[config.mk]
export PLATFORM = sky130hd
export DESIGN_NAME = cpu_trace_buffer
export DESIGN_NICKNAME = d
export VERILOG_FILES = /design/src/rtl/cpu_trace_pkg.sv /design/src/rtl/cpu_trace_buffer_ram.sv /design/src/rtl/cpu_trace_buffer.sv
export SDC_FILE = /design/constraint.sdc
export NUM_CORES = 2
export LEC_CHECK = 0
export BUFFER_PORTS_ARGS = -buffer_cell sky130_fd_sc_hd__buf_2
export CAP_MARGIN = 20
export CORE_MARGIN = 2
export CORE_UTILIZATION = 40
export DETAILED_ROUTE_END_ITERATION = 16
export PLACE_DENSITY = 0.52
export SLEW_MARGIN = 5
export SYNTH_ARGS = -nofsm -noshare
export SYNTH_HDL_FRONTEND = slang
export SYNTH_SLANG_ARGS = --single-unit
[constraint.sdc]
create_clock -name clk -period 7.4 [get_ports clk]
set_clock_uncertainty 0.15 [all_clocks]
set_input_delay 1.48 -clock clk [delete_from_list [all_inputs] [get_ports clk]]
set_output_delay 1.48 -clock clk [all_outputs]
set_load 0.05 [all_outputs]
[src/rtl/cpu_trace_pkg.sv]
// Shared definitions for the CPU trace capture unit: FSM state encoding
// and the packed trace-record width.
package cpu_trace_pkg;

    // Encoding is visible on state_o, so the values are fixed.
    typedef enum logic [1:0] {
        ST_IDLE  = 2'd0,
        ST_ARMED = 2'd1,
        ST_POST  = 2'd2,
        ST_DONE  = 2'd3
    } trace_state_e;

    localparam int DEF_PC_W   = 8;
    localparam int DEF_DATA_W = 32;

    // One record holds the PC followed by instr, result, rd1 and rd2.
    localparam int REC_W = DEF_PC_W + 4 * DEF_DATA_W;

    function automatic int rec_width(input int pc_w, input int data_w);
        return pc_w + 4 * data_w;
    endfunction

endpackage

[src/rtl/cpu_trace_buffer_ram.sv]
// Trace record storage: DEPTH x WIDTH.
// One synchronous write port and one asynchronous read port.
// Contents are not reset.
module trace_ram
    import cpu_trace_pkg::*;
#(
    parameter int DEPTH = 16,
    parameter int WIDTH = REC_W,
    parameter int AW    = $clog2(DEPTH)
) (
    input  logic             i_clk,
    input  logic             i_we,
    input  logic [AW-1:0]    i_waddr,
    input  logic [WIDTH-1:0] i_wdata,
    input  logic [AW-1:0]    i_raddr,
    output logic [WIDTH-1:0] o_rdata
);

    logic [WIDTH-1:0] r_mem [DEPTH];

    // Write one record per enabled cycle.
    always_ff @(posedge i_clk) begin
        if (i_we) begin
            r_mem[i_waddr] <= i_wdata;
        end
    end

    assign o_rdata = r_mem[i_raddr];

endmodule

[src/rtl/cpu_trace_buffer.sv]
// CPU trace capture unit.
// Behaviour:
//  - Records retired-instruction records into a circular buffer.
//  - Freezes capture after a trigger plus a post-trigger window.
//  - Streams the frozen trace out oldest-first over a valid/ready port.
module cpu_trace_buffer
    import cpu_trace_pkg::*;
#(
    parameter int PC_W   = 8,
    parameter int DATA_W = 32,
    parameter int DEPTH  = 16,
    parameter int AW     = $clog2(DEPTH)
) (
    input  logic              clk,
    input  logic              reset,
    input  logic              arm,
    input  logic              trig_pc_en,
    input  logic [PC_W-1:0]   trig_pc,
    input  logic              trig_ext,
    input  logic [AW:0]       post_cnt,
    input  logic              cap_valid,
    input  logic [PC_W-1:0]   cap_pc,
    input  logic [DATA_W-1:0] cap_instr,
    input  logic [DATA_W-1:0] cap_result,
    input  logic [DATA_W-1:0] cap_rd1,
    input  logic [DATA_W-1:0] cap_rd2,
    output logic              rd_valid,
    input  logic              rd_ready,
    output logic [PC_W-1:0]   rd_pc,
    output logic [DATA_W-1:0] rd_instr,
    output logic [DATA_W-1:0] rd_result,
    output logic [DATA_W-1:0] rd_rd1,
    output logic [DATA_W-1:0] rd_rd2,
    output logic              rd_last,
    output logic [1:0]        state_o,
    output logic              triggered,
    output logic [AW:0]       count
);

    localparam int        LP_REC_W   = rec_width(PC_W, DATA_W);
    localparam logic [AW:0] LP_DEPTH   = (AW+1)'(DEPTH);
    localparam logic [AW:0] LP_MAXPOST = (AW+1)'(DEPTH - 1);

    trace_state_e r_state;
    trace_state_e w_state_nxt;

    logic [AW-1:0] r_wp;
    logic [AW-1:0] r_rp;
    logic [AW-1:0] r_remaining;
    logic [AW:0]   r_count;
    logic          r_triggered;

    logic          w_capturing;
    logic          w_write;
    logic          w_pc_hit;
    logic          w_trig;
    logic [AW-1:0] w_post;
    logic          w_rd_valid;
    logic          w_beat;
    logic [AW-1:0] w_wp_nxt;
    logic [AW:0]   w_count_nxt;
    logic          w_enter_done;

    logic [LP_REC_W-1:0] w_wr_rec;
    logic [LP_REC_W-1:0] w_ram_rec;
    logic [LP_REC_W-1:0] w_rd_rec;

    assign w_capturing = (r_state == ST_ARMED) || (r_state == ST_POST);
    assign w_write     = cap_valid & w_capturing & ~arm;
    assign w_pc_hit    = trig_pc_en & (cap_pc == trig_pc);
    assign w_trig      = (r_state == ST_ARMED) & cap_valid & (trig_ext | w_pc_hit) & ~arm;

    // Clamp keeps the trigger record inside the buffer.
    assign w_post = (post_cnt > LP_MAXPOST) ? LP_MAXPOST[AW-1:0] : post_cnt[AW-1:0];

    assign w_rd_valid = (r_state == ST_DONE) && (r_count != '0);
    assign w_beat     = w_rd_valid & rd_ready;

    assign w_wp_nxt    = w_write ? (r_wp + AW'(1)) : r_wp;
    assign w_count_nxt = (w_write && (r_count != LP_DEPTH)) ? (r_count + (AW+1)'(1)) : r_count;

    assign w_enter_done = (w_state_nxt == ST_DONE) && (r_state != ST_DONE);

    // Next-state logic; arm overrides everything, including a same-cycle trigger.
    always_comb begin
        w_state_nxt = r_state;
        if (arm) begin
            w_state_nxt = ST_ARMED;
        end else begin
            case (r_state)
                ST_IDLE: begin
                    w_state_nxt = ST_IDLE;
                end
                ST_ARMED: begin
                    if (w_trig) begin
                        w_state_nxt = (w_post == '0) ? ST_DONE : ST_POST;
                    end
                end
                ST_POST: begin
                    if (cap_valid && (r_remaining == AW'(1))) begin
                        w_state_nxt = ST_DONE;
                    end
                end
                ST_DONE: begin
                    if (w_beat && (r_count == (AW+1)'(1))) begin
                        w_state_nxt = ST_IDLE;
                    end
                end
                default: begin
                    w_state_nxt = ST_IDLE;
                end
            endcase
        end
    end

    // FSM state register.
    always_ff @(posedge clk or negedge reset) begin
        if (!reset) begin
            r_state <= ST_IDLE;
        end else begin
            r_state <= w_state_nxt;
        end
    end

    // Pointers, occupancy, post-trigger countdown and trigger flag.
    always_ff @(posedge clk or negedge reset) begin
        if (!reset) begin
            r_wp        <= '0;
            r_rp        <= '0;
            r_count     <= '0;
            r_remaining <= '0;
            r_triggered <= 1'b0;
        end else if (arm) begin
            r_wp        <= '0;
            r_rp        <= '0;
            r_count     <= '0;
            r_remaining <= '0;
            r_triggered <= 1'b0;
        end else begin
            r_wp    <= w_wp_nxt;
            r_count <= w_count_nxt;
            if (w_trig) begin
                r_triggered <= 1'b1;
                r_remaining <= w_post;
            end else if ((r_state == ST_POST) && cap_valid) begin
                r_remaining <= r_remaining - AW'(1);
            end
            // Oldest entry sits count places behind the post-write pointer;
            // a full buffer (count == DEPTH) aliases to rp == wp.
            if (w_enter_done) begin
                r_rp <= w_wp_nxt - w_count_nxt[AW-1:0];
            end
            if (w_beat) begin
                r_rp    <= r_rp + AW'(1);
                r_count <= r_count - (AW+1)'(1);
            end
        end
    end

    assign w_wr_rec = {cap_pc, cap_instr, cap_result, cap_rd1, cap_rd2};

    trace_ram #(
        .DEPTH (DEPTH),
        .WIDTH (LP_REC_W),
        .AW    (AW)
    ) u_ram (
        .i_clk   (clk),
        .i_we    (w_write),
        .i_waddr (r_wp),
        .i_wdata (w_wr_rec),
        .i_raddr (r_rp),
        .o_rdata (w_ram_rec)
    );

    assign w_rd_rec = w_rd_valid ? w_ram_rec : '0;
    assign {rd_pc, rd_instr, rd_result, rd_rd1, rd_rd2} = w_rd_rec;

    assign rd_valid  = w_rd_valid;
    assign rd_last   = w_rd_valid && (r_count == (AW+1)'(1));
    assign state_o   = r_state;
    assign triggered = r_triggered;
    assign count     = r_count;

endmodule

==> results.json <==
{
  "place.detailed.hpwl_um": 103000,
  "end_kind": "primary output",
  "worst_setup_path_start_kind": "register",
  "syn_avg_cell_area_um2": 25.0,
  "power.switching_fraction_pct": 21.0,
  "start_util_pct": 40.2,
  "synth_sequential_area_ratio_pct": 78.3,
  "cts.path.max_buffers": 3,
  "clock_tree.htree_level_count": 4,
  "drt.antenna.violating_nets": 0,
  "yosys_register_bits": 2196,
  "timing.final.hold_violations": 0,
  "synth-edff-count": 2176,
  "cp.required_ps": 5770,
  "share_seq_of_total_power_pct": 51.8,
  "final.hold.worst_slack_ps": 369,
  "regArea_um2": 65900,
  "syn_inst": 3365,
  "fmax_ghz": 0.173,
  "yosysTopAreaCellShare_pct": 77.7,
  "average_wire_per_standard_cell_um": 30.0,
  "grt_antenna_before_repair": 51,
  "post-place-cells": 6385,
  "most_frequent_cells_in_the_layout": "sky130_fd_sc_hd__edfxtp_1, sky130_fd_sc_hd__mux4_2, sky130_fd_sc_hd__buf_2, sky130_fd_sc_hd__clkbuf_16, sky130_fd_sc_hd__and2_1",
  "timing.final.setup_violations": 0,
  "clock-root-buffer": "sky130_fd_sc_hd__clkbuf_16",
  "detail_route.drc_violations": 0,
  "i_o_pin_total": 302,
  "grt_pass1_vias": 39465,
  "dieWidth_um": 462,
  "switching_power_uw": 5600,
  "synth-main-ff-cell": "sky130_fd_sc_hd__edfxtp_1",
  "final_global_route_overflow_total": 0,
  "detail_route.wirelength_um": 204000,
  "numClockSinks": 2196,
  "synthDistinctLibCells": 44,
  "timing.slew.headroom_pct": 27.7,
  "synth_warn": 0,
  "holdBufCountCts": 0,
  "final-instance-count-excl-fill": 6820,
  "cts-buffers-inserted": 229,
  "grt.total_usage_pct": 19.2,
  "grt_setup_unrepaired": "no",
  "int_power_uw": 21000,
  "layout_worst_path_cycle_share_pct": 78.3,
  "outcome": "finished, final reports clean",
  "clock_power_share_pct": 42.4,
  "worstHoldPathType": "register to register",
  "slew_viol_final": 0,
  "power.leakage_uw": 0.0299,
  "synth_nets": 3540,
  "tot_pwr_uw": 26600,
  "nets": 3986,
  "gp_congestion": 0.721,
  "cts-resized-gates": 0,
  "type_of_the_worst_setup_path": "register to primary output",
  "pre_cts_slack_ps": 2410,
  "cts.reportedPaths.clkPinSlew_ps": 70,
  "multiInputGateArea_um2": 17400,
  "filler_cell_count_in_the_final_layout": 17246,
  "tritoncts": "yes",
  "drive_gt1_share_pct": 35.2,
  "io_buffers": 301,
  "chipHeight_um": 462,
  "arrival_ps": 4160,
  "synth_area_leader_cell": "sky130_fd_sc_hd__edfxtp_1",
  "vdd_drop_max_v": 0.000235,
  "drt-vias-per-instance": 5.48,
  "synthToLayoutAreaGrowth_pct": 15.2,
  "syn_area_um2": 84100,
  "routed-via-count": 37403,
  "post_cts.repair.setup_buffers": 0,
  "core_footprint_um2": 209000,
  "p_per_area_nw_per_um2": 275,
  "drt-initial-drc-count": 3222,
  "synth.top_cells.by_area": "sky130_fd_sc_hd__edfxtp_1, sky130_fd_sc_hd__mux4_2, sky130_fd_sc_hd__and2_1, sky130_fd_sc_hd__dfrtp_1, sky130_fd_sc_hd__clkbuf_1",
  "grt_first_pass_wirelength_um": 296000,
  "clkLatencyLatePin_ps": 850,
  "die-area_um2": 214000,
  "crit_path_max_fanout": 68,
  "period_needed_ps": 5790,
  "reg2reg_setup_slack_ps": 3830,
  "placementRows": 168,
  "comb_power_share_pct": 5.9,
  "asyncSetResetFlopFracSynth_pct": 0.911,
  "post-route-worst-setup-slack_ps": 1610,
  "final_common_cell": "sky130_fd_sc_hd__edfxtp_1",
  "cap_viol_max_count": 0,
  "final.setup.tns_ps": 0,
  "drt-pass1-iter-count": 5,
  "worstMarginPinSlew_ps": 1080,
  "grt_start_max_net_pins": 104
}
final timing paths:
check / startpoint / to / cells after the start
max: r_rp[0]$_DFFE_PN0P_ / rd_rd2[8] / 5
min: triggered$_DFFE_PN0P_ / triggered$_DFFE_PN0P_ / 2
max reg2reg: state_o[0]$_DFF_PN0_ / u_ram.r_mem[4][38]$_DFFE_PP_ / 7
min reg2reg: triggered$_DFFE_PN0P_ / triggered$_DFFE_PN0P_ / 2
max in group asynchronous: reset / r_rp[3]$_DFFE_PN0P_ / 1
min in group asynchronous: reset / count[2]$_DFF_PN0_ / 1
flip-flops by register name, summed over array words and instances (netlist names):
register	flops
u_ram.r_mem	2176
count	5
r_remaining	4
r_rp	4
r_wp	4
state_o	2
triggered	1
metal layers:
| metal | vias to the layer above | wire, µm | global-route usage, % |
|---|---|---|---|
| li1 | 15460 | - | - |
| met1 | 20712 | 88600 | 26.4 |
| met2 | 891 | 102000 | 31.8 |
| met3 | 300 | 10500 | 3.86 |
| met4 | 40 | 3370 | 3.93 |
| met5 | - | 227 | 0 |
critical path: stages (launching register included):
cell and delay [ps]:
sky130_fd_sc_hd__dfrtp_4 1050, sky130_fd_sc_hd__buf_12 510, sky130_fd_sc_hd__mux4_2 600, sky130_fd_sc_hd__mux4_2 480, sky130_fd_sc_hd__and2_1 250, sky130_fd_sc_hd__buf_2 240
power groups by stage:
stage / combinational, µW / sequential [µW] / clock [µW]
floorplan: 1150 / 14000 / 0
global placement: 1600 / 14000 / 0
detailed placement: 1610 / 14000 / 0
CTS: 1610 / 13800 / 11500
global route: 1700 / 13800 / 12000
finish: 1560 / 13800 / 11300
synth_stat cells (2+ instances only):
library cell and count:
sky130_fd_sc_hd__a31oi_1 3, sky130_fd_sc_hd__buf_1 24, sky130_fd_sc_hd__xor2_1 12, sky130_fd_sc_hd__buf_2 46
sky130_fd_sc_hd__a21o_1 3, sky130_fd_sc_hd__buf_4 14, sky130_fd_sc_hd__nor4_1 2, sky130_fd_sc_hd__edfxtp_1 2176
sky130_fd_sc_hd__and3_1 5, sky130_fd_sc_hd__o21bai_1 2, sky130_fd_sc_hd__xnor2_1 12, sky130_fd_sc_hd__inv_1 12
sky130_fd_sc_hd__and2_1 155, sky130_fd_sc_hd__buf_6 7, sky130_fd_sc_hd__nand4_1 3, sky130_fd_sc_hd__dfrtp_1 20
sky130_fd_sc_hd__nor2_1 19, sky130_fd_sc_hd__nand2_1 18, sky130_fd_sc_hd__mux4_2 680, sky130_fd_sc_hd__o21ai_1 3
sky130_fd_sc_hd__nor3_1 7, sky130_fd_sc_hd__nor2b_1 3, sky130_fd_sc_hd__a22o_1 3, sky130_fd_sc_hd__o21ai_0 4
sky130_fd_sc_hd__ha_1 18, sky130_fd_sc_hd__a211oi_1 5, sky130_fd_sc_hd__a21oi_1 7, sky130_fd_sc_hd__nor3b_1 2
sky130_fd_sc_hd__clkbuf_1 81, sky130_fd_sc_hd__nand3_1 5
stage by stage:
step                      util, %  instance area [µm²]
after floorplan                 -                84100
after global placement       42.8                89500
after detailed placement     42.8                89500
after CTS                    46.3                96800
after global routing         46.3                96800
final                        46.3                96900
logic make-up (layout without fill, tap and decap cells):
logic type,Yosys count,after routing,share of synthesized area (%)
buffers and inverters,184,827,1.02
XOR/XNOR,25,25,0.277
flip-flops,2196,2196,78.3
AND/OR/NAND/NOR,223,223,1.54
multiplexers,681,681,18.2
adder cells (fa/ha/maj),19,19,0.292
other,0,7,0
AO/OA/AOI/OAI,37,37,0.310
layout make-up:
| type | instances | area share, % |
|---|---|---|
| sequential | 2196 | 68.0 |
| multi-input combinational | 985 | 18.0 |
| clock buffer | 287 | 6.23 |
| tap | 2805 | 3.62 |
| timing repair buffer | 387 | 2.75 |
| clock inverter | 141 | 1.36 |
| inverter | 12 | 0.0465 |
| antenna | 7 | 0.0181 |
(Power assumes the default switching activity.)
